$ cat src/rtl/clint_bus_ctrl.sv
// Bus-side request/response controller for the CLINT timer block (msip, mtimecmp, mtime).
// Build option CLINT_BUS_CTRL_ATOMIC_CMP_EN: stage the mtimecmp LO half and commit both halves on the HI write.
module clint_bus_ctrl #(
  parameter int unsigned       ADDR_W       = 16,
  parameter logic [ADDR_W-1:0] MSIP_OFF     = 16'h0000,
  parameter logic [ADDR_W-1:0] MTIMECMP_OFF = 16'h4000,
  parameter logic [ADDR_W-1:0] MTIME_OFF    = 16'hBFF8
) (
  input  logic              clk_i,
  input  logic              rst_ni,
  input  logic              req_valid_i,
  output logic              req_ready_o,
  input  logic              req_we_i,
  input  logic [ADDR_W-1:0] req_addr_i,
  input  logic [31:0]       req_wdata_i,
  output logic              rsp_valid_o,
  input  logic              rsp_ready_i,
  output logic [31:0]       rsp_rdata_o,
  output logic              rsp_err_o,
  output logic              msip_we_o,
  output logic              msip_wdata_o,
  output logic              mtimecmp_we_o,
  output logic [63:0]       mtimecmp_wdata_o,
  input  logic [63:0]       mtime_i
);

  localparam logic [ADDR_W-1:0] MTIMECMP_HI_OFF = MTIMECMP_OFF + ADDR_W'(4);
  localparam logic [ADDR_W-1:0] MTIME_HI_OFF    = MTIME_OFF + ADDR_W'(4);

  typedef enum logic [1:0] {
    S_IDLE,
    S_EXEC,
    S_RESP
  } state_t;

  state_t            r_state;
  state_t            w_state_nxt;

  logic              r_we;
  logic [ADDR_W-1:0] r_addr;
  logic [31:0]       r_wdata;

  logic              r_msip;
  logic [63:0]       r_cmp;
  logic [31:0]       r_mtime_hi;
  logic              r_latch_valid;
  logic [31:0]       r_rsp_rdata;
  logic              r_rsp_err;
`ifdef CLINT_BUS_CTRL_ATOMIC_CMP_EN
  logic [31:0]       r_lo_stage;
`endif

  logic              w_misal;
  logic              w_hit_msip;
  logic              w_hit_cmp_lo;
  logic              w_hit_cmp_hi;
  logic              w_hit_mt_lo;
  logic              w_hit_mt_hi;
  logic              w_err;
  logic [31:0]       w_rdata;

  // Decode works on the registered request so EXEC sees a stable address.
  always_comb begin
    w_misal      = (r_addr[1:0] != 2'b00);
    w_hit_msip   = (r_addr == MSIP_OFF);
    w_hit_cmp_lo = (r_addr == MTIMECMP_OFF);
    w_hit_cmp_hi = (r_addr == MTIMECMP_HI_OFF);
    w_hit_mt_lo  = (r_addr == MTIME_OFF);
    w_hit_mt_hi  = (r_addr == MTIME_HI_OFF);
    w_err        = w_misal
                 | ~(w_hit_msip | w_hit_cmp_lo | w_hit_cmp_hi | w_hit_mt_lo | w_hit_mt_hi)
                 | (r_we & (w_hit_mt_lo | w_hit_mt_hi));
  end

  always_comb begin
    w_state_nxt      = r_state;
    req_ready_o      = 1'b0;
    rsp_valid_o      = 1'b0;
    msip_we_o        = 1'b0;
    msip_wdata_o     = 1'b0;
    mtimecmp_we_o    = 1'b0;
    mtimecmp_wdata_o = '0;
    w_rdata          = '0;
    case (r_state)
      S_IDLE: begin
        req_ready_o = 1'b1;
        if (req_valid_i) w_state_nxt = S_EXEC;
      end
      S_EXEC: begin
        w_state_nxt = S_RESP;
        if (!w_err) begin
          if (r_we) begin
            if (w_hit_msip) begin
              msip_we_o    = 1'b1;
              msip_wdata_o = r_wdata[0];
            end
`ifdef CLINT_BUS_CTRL_ATOMIC_CMP_EN
            if (w_hit_cmp_hi) begin
              mtimecmp_we_o    = 1'b1;
              mtimecmp_wdata_o = {r_wdata, r_lo_stage};
            end
`else
            if (w_hit_cmp_lo) begin
              mtimecmp_we_o    = 1'b1;
              mtimecmp_wdata_o = {r_cmp[63:32], r_wdata};
            end
            if (w_hit_cmp_hi) begin
              mtimecmp_we_o    = 1'b1;
              mtimecmp_wdata_o = {r_wdata, r_cmp[31:0]};
            end
`endif
          end else begin
            if (w_hit_msip)   w_rdata = {31'b0, r_msip};
            if (w_hit_cmp_lo) w_rdata = r_cmp[31:0];
            if (w_hit_cmp_hi) w_rdata = r_cmp[63:32];
            if (w_hit_mt_lo)  w_rdata = mtime_i[31:0];
            if (w_hit_mt_hi)  w_rdata = r_latch_valid ? r_mtime_hi : mtime_i[63:32];
          end
        end
      end
      S_RESP: begin
        rsp_valid_o = 1'b1;
        if (rsp_ready_i) w_state_nxt = S_IDLE;
      end
      default: w_state_nxt = S_IDLE;
    endcase
  end

  always_ff @(posedge clk_i or negedge rst_ni) begin
    if (!rst_ni) begin
      r_state <= S_IDLE;
    end else begin
      r_state <= w_state_nxt;
    end
  end

  always_ff @(posedge clk_i or negedge rst_ni) begin
    if (!rst_ni) begin
      r_we    <= 1'b0;
      r_addr  <= '0;
      r_wdata <= '0;
    end else if (r_state == S_IDLE && req_valid_i) begin
      r_we    <= req_we_i;
      r_addr  <= req_addr_i;
      r_wdata <= req_wdata_i;
    end
  end

  always_ff @(posedge clk_i or negedge rst_ni) begin
    if (!rst_ni) begin
      r_msip        <= 1'b0;
      r_cmp         <= '0;
      r_mtime_hi    <= '0;
      r_latch_valid <= 1'b0;
    end else if (r_state == S_EXEC) begin
      if (msip_we_o)     r_msip <= msip_wdata_o;
      if (mtimecmp_we_o) r_cmp  <= mtimecmp_wdata_o;
      if (!w_err && !r_we) begin
        if (w_hit_mt_lo) begin
          r_mtime_hi    <= mtime_i[63:32];
          r_latch_valid <= 1'b1;
        end
        if (w_hit_mt_hi) r_latch_valid <= 1'b0;
      end
    end
  end

`ifdef CLINT_BUS_CTRL_ATOMIC_CMP_EN
  always_ff @(posedge clk_i or negedge rst_ni) begin
    if (!rst_ni) begin
      r_lo_stage <= '0;
    end else if (r_state == S_EXEC && !w_err && r_we && w_hit_cmp_lo) begin
      r_lo_stage <= r_wdata;
    end
  end
`endif

  always_ff @(posedge clk_i or negedge rst_ni) begin
    if (!rst_ni) begin
      r_rsp_rdata <= '0;
      r_rsp_err   <= 1'b0;
    end else if (r_state == S_EXEC) begin
      r_rsp_rdata <= w_rdata;
      r_rsp_err   <= w_err;
    end else if (r_state == S_RESP && rsp_ready_i) begin
      r_rsp_rdata <= '0;
      r_rsp_err   <= 1'b0;
    end
  end

  assign rsp_rdata_o = r_rsp_rdata;
  assign rsp_err_o   = r_rsp_err;

endmodule

$ cat config.mk
export PLATFORM = sky130hd
export DESIGN_NAME = clint_bus_ctrl
export DESIGN_NICKNAME = d
export VERILOG_FILES = /design/src/rtl/clint_bus_ctrl.sv
export SDC_FILE = /design/constraint.sdc
export NUM_CORES = 1
export LEC_CHECK = 0
export BUFFER_PORTS_ARGS = -buffer_cell sky130_fd_sc_hd__buf_2
export CAP_MARGIN = 20
export CELL_PAD_IN_SITES_DETAIL_PLACEMENT = 1
export CELL_PAD_IN_SITES_GLOBAL_PLACEMENT = 1
export CORE_MARGIN = 3
export CORE_UTILIZATION = 44
export CTS_BUF_LIST = sky130_fd_sc_hd__clkbuf_4
export CTS_CLUSTER_DIAMETER = 50
export CTS_CLUSTER_SIZE = 20
export DETAILED_ROUTE_END_ITERATION = 8
export PLACE_DENSITY_LB_ADDON = 0.25
export SETUP_SLACK_MARGIN = 0.05
export SKIP_CTS_REPAIR_TIMING = 1
export SYNTH_ARGS = -nofsm -noshare
export SYNTH_HDL_FRONTEND = slang
export SYNTH_SLANG_ARGS = --single-unit
$ cat constraint.sdc
create_clock -name clk_i -period 3.6 [get_ports clk_i]
set_clock_uncertainty 0.15 [all_clocks]
set_input_delay 0.18 -clock clk_i [delete_from_list [all_inputs] [get_ports clk_i]]
set_output_delay 0.18 -clock clk_i [all_outputs]
set_load 0.005 [all_outputs]
After elaboration in Yosys (flattened, before gate mapping)
Cells that the tools add are included.
- output and inout bits: 102
- input port bits: 117
- logic and storage cells: 79
- register bits after elaboration: 182
- equal/unequal tests: 8
- muxes and demuxes: 37
- bitwise logic cells: 9
- reductions and logical operators: 15
- operators by type and width (cell ; count):
    two-way mux 64 bit ; 5
    two-way mux 32 bit ; 9
    equality test 16 x 15 -> 1 bit, second input constant ; 2
    equality test 16 bit, second input constant ; 2
    two-way mux 1 bit ; 20
    zero test 16 bit ; 1
    OR 1 bit ; 7
    case mux 2 bit (3 select lines) ; 1
    AND reduction 2 bit ; 3
    AND reduction 3 bit ; 2
    nonzero test 2 bit ; 3
    two-way mux 2 bit ; 2
    inequality test 2 bit, second input constant ; 2
    logical AND 1 bit ; 3
    equality test 2 x 1 -> 1 bit, second input constant ; 1
    equality test 2 bit, second input constant ; 1
    zero test 1 bit ; 2
    zero test 2 bit ; 1
    AND 1 bit ; 1
    NOT 1 bit ; 1

Logic depth before layout (Yosys ltp)
- depth after elaboration: 11
- depth in mapped cells: 8
- gate-level depth less buffers: 5

Worst setup path before layout
No wires, ideal clock.
- path type: flip-flop to flip-flop
- start point: register r_addr[7]
- end point: register r_cmp[10]
- period minus slack after synthesis: 2.541 ns
- stages on the path, launching flop included: 7
- setup slack: 1.059 ns
- buffers on the path: 1
- data arrival time: 2.266 ns
- path through: dfrtp_1 -> or4_4 -> nor4_4 -> nand4_4 -> nor2_8 -> buf_12 -> mux2_4
- word-level cells in the longest chain between the ends: 11
- elaborated cells between the ends (all ways): 25
- classes of those cells: 4 x eq/ne; 10 x mux; 9 x bitwise; 2 x reduce/logical
- RTL lines (what ; RTL line ; text):
    start: declaration ; 40 ; logic [ADDR_W-1:0] r_addr;
    start signal: assignment ; 144 ; r_addr <= req_addr_i;
    equality test 16 x 15 -> 1 bit / zero test 16 bit (equally long branches) ; 66, 65 ;
    OR 1 bit (4 in a row) ; 71 ; | ~(w_hit_msip | w_hit_cmp_lo | w_hit_cmp_hi | w_hit_mt_lo | w_hit_mt_hi)
    NOT 1 bit ; 71 ;
    OR 1 bit ; 71 ;
    OR 1 bit ; 72 ; | (r_we & (w_hit_mt_lo | w_hit_mt_hi));
    two-way mux 1 bit ; 91 ; if (!w_err) begin
    two-way mux 1 bit ; 84 ; case (r_state)
    AND reduction 2 bit (no line) ; - ;
    end signal: assignment ; 157 ; if (mtimecmp_we_o) r_cmp <= mtimecmp_wdata_o;
    end: declaration ; 44 ; logic [63:0] r_cmp;
Several ways; a longest one is shown, not always the timed one.
A chain may end at the register's enable or synchronous reset.

Worst setup path after layout
- start point: register r_addr[8]
- end point: output mtimecmp_wdata_o[48]
- word-level cells in the longest chain between the ends: 10
- elaborated cells between the ends (all ways): 19
- classes of those cells: 4 x eq/ne; 5 x mux; 9 x bitwise; 1 x reduce/logical
- RTL lines (what ; RTL line ; text):
    equality test 16 x 15 -> 1 bit / zero test 16 bit (equally long branches) ; 66, 65 ;
    OR 1 bit (4 in a row) ; 71 ;
    NOT 1 bit ; 71 ;
    OR 1 bit ; 71 ;
    OR 1 bit ; 72 ;
    two-way mux 64 bit * ; 91 ;
    two-way mux 64 bit * ; 84 ;
    end: declaration ; 23 ; output logic [63:0] mtimecmp_wdata_o,
Every way passes the cells marked *; elsewhere a longest branch is shown, timed or not.

==> results.md <==
- Status: complete, no violations
- RSZ-0062 raised after global routing: no
- Fin crit period: 3407 ps
- Crit. End Element: output pin
- 1st-iter DRT viols: 422
- Syn-to-layout area delta: 30.54%
- GPL Wtd Cong: 0.8332
- IO Port Bufs: 218
- Starting Density: 45.79%
- Leakage: 5.688 nW
- Worst min path class: primary input to async pin
- Power share of the clock group: 22.7%
- Sequential area share after synthesis: 50.12%
- First-pass GRT wire length: 41070 um
- Via count: 7452
- CTS root buf: clkbuf_4
- Internal Power: 0.003317 W
- Grt total ovfl: 0
- P per Cell Area: 419.4 nW/um^2
- ANT nets after route: 0
- Slew margin rel.: 41.44%
- Placed cell count: 1185
- DRC errors left: 0
- H-tree Lvls: 4
- Fmax: 293.5 MHz
- CTS max path bufs: 2
- Syn avg cell area: 12.30 um^2
- Die ar.: 22410 um^2
- Tot GR Track Use: 23.98%
- Setup violations, final: 0
- Post-synthesis register bit count: 182
- IO Pins: 219
- Cts bufs inserted: 17
- Worst-Skew Late Latency: 560 ps
- FP Rows: 51
- Worst EP required: 3270 ps
- Die Width: 149.7 um
- Psw: 0.001658 W
- CP Class: flop to output pin
- Vias in the first global route: 6924
- Actual slew at the worst max-slew pin: 878.4 ps
- Largest net degree at the start of global routing: 91
- Comb power frac: 22.2%
- Final period utilization: 94.64%
- Final Max Slew Viols: 0
- Wirelength per Cell: 22.78 um
- Final core utilization: 59.77%
- Maximum VDD drop: 284.8 uV
- CTS tree: done
- DR vias/cell: 5.553
- Final non-filler cell total: 1342
- Count of warnings emitted by yosys: 0
- Die Y: 149.7 um
- CP Launch Type: flop
- Hold Fails Final Rpt: 0
- Net Count, Synth: 856
- Initial antenna violation count: 4
- Post-synthesis cell type count: 40
- Detail Placement HPWL: 19240 um
- CTS Sinks: 182
- Total wire length: 30570 um
- Clock slew at reported path FFs: 150 ps
- Mapped Cells: 739
- Nets: 1177
- Critical-path maximum fanout: 64
- Register share of total power: 55.1%
- Flop-to-flop setup slack: 600 ps
- Maxcap violations: 0
- # fillers: 2112
- Layout cell share with drive strength beyond 1: 41.01%
- Sw frac: 33.33%
- Core ar.: 19850 um^2
- Pre-antenna DRT Iters: 6
- Arrival time worst endpoint: 3080 ps
- Syn Std Cell Area: 9086 um^2
==> worst max-delay path, cell delays in order (launching register included) <==
cell and delay (ps):
dfrtp_1 430, or4_4 580, nor4_4 280, buf_4 190
nand3_2 150, buf_4 400, nand2_1 190, a21oi_1 100
buf_2 160
==> through the flow <==
stage	TNS [ps]	hold WS (ps)	total power (W)	worst slack [ps]	cell area, um^2
6_report	0	43.85	0.004974	192.8	11860
4_1_cts	-316.0	-520.2	0.004870	-66.50	10630
3_5_place_dp	0	145.5	0.003744	510.6	10370
5_1_grt	0	65.94	0.005242	48.32	11860
2_1_floorplan	0	-265.6	0.003320	1059	9086
3_3_place_gp	0	140.5	0.003695	574.2	10370
==> synth_stat cells (all sizes together) <==
master	n	area, um^2
a21o	1	7.510
nand4b	1	8.760
a22o	19	166.4
a32oi	1	8.760
a2bb2oi	13	113.9
and2	3	18.77
nor4b	1	15.01
inv	3	11.26
a21oi	67	339.1
nor2	9	66.32
mux2i	14	140.1
mux4	18	405.4
a222oi	13	130.1
buf	34	284.0
nand2b	4	25.02
or2	1	6.260
clkbuf	22	82.58
and4	1	8.760
nand4	4	40.04
nand2	133	499.2
and3	1	6.260
or4	3	30.03
nor2b	1	6.260
dfrtp	182	4554
nor4	2	27.53
mux2	164	1959
o21ai	20	100.1
nand3	3	15.01
nor3	1	10.01
==> cells by family after synthesis <==
family | after synthesis | share of synthesized area (%)
buf+inv | 59 | 4.159
mux | 196 | 27.57
simple gates | 168 | 8.620
compound gates | 134 | 9.529
flops | 182 | 50.12
==> flip-flops by register name (all words and copies together), names as in the netlist <==
name           flops
r_addr            16
r_cmp             64
r_latch_valid      1
r_msip             1
r_mtime_hi        32
r_state            2
r_wdata           32
r_we               1
rsp_err_o          1
rsp_rdata_o       32
==> worst paths after layout <==
kind                       cells after the start             from              endpoint
min reg2reg                                    2  rsp_rdata_o[27]       rsp_rdata_o[27]
min in group clk_i                             5       mtime_i[0]        rsp_rdata_o[0]
max in group asynchronous                      4           rst_ni        r_mtime_hi[14]
max reg2reg                                    9        r_addr[8]             r_cmp[60]
max                                            8        r_addr[8]  mtimecmp_wdata_o[48]
min                                            2           rst_ni           r_wdata[17]
==> cell type report <==
| class | count | area [um^2] | share of cell area (%) |
|---|---|---|---|
| diodes | 4 | 10.01 | 0.08439 |
| well taps | 265 | 331.6 | 2.795 |
| flip-flops and latches | 182 | 4554 | 38.40 |
| repair buffers | 358 | 2511 | 21.17 |
| clock buffers | 17 | 127.6 | 1.076 |
| inverters | 3 | 11.26 | 0.09494 |
| clock inverters | 15 | 137.6 | 1.160 |
| multi-input cells | 498 | 4178 | 35.22 |
==> layout by cell type, fill, tap and decap left out, drive strengths merged, types with 2 or more instances in the layout <==
cell type / instances
clkbuf: 19
buf: 242
and2: 3
inv: 4
mux4: 18
a21oi: 67
dlygate4sd3: 114
o21ai: 20
a2bb2oi: 13
nand3: 3
nand4: 4
or4: 3
dfrtp: 182
nor2: 9
clkinv: 10
a222oi: 13
clkinvlp: 2
mux2: 164
nand2b: 4
nand2: 133
mux2i: 14
diode: 4
a22o: 19
nor4: 2
bufinv: 2
==> layer usage <==
layer	vias to the layer above	GRT usage, %	routed length (um)
li1	3328	-	-
met1	3859	37.60	14220
met2	238	34.37	14230
met3	27	5.209	1734
met4	0	4.712	384
met5	-	0	0
==> power groups by stage <==
stage / Sequential, W / Combinational, W / Clock (W)
CTS: 0.00272 / 0.000988 / 0.00116
floorplan: 0.00261 / 0.000709 / 0
global route: 0.00279 / 0.00120 / 0.00126
global placement: 0.00274 / 0.000956 / 0
detailed placement: 0.00276 / 0.000984 / 0
finish: 0.00274 / 0.00110 / 0.00113
(Power assumes the default switching activity.)
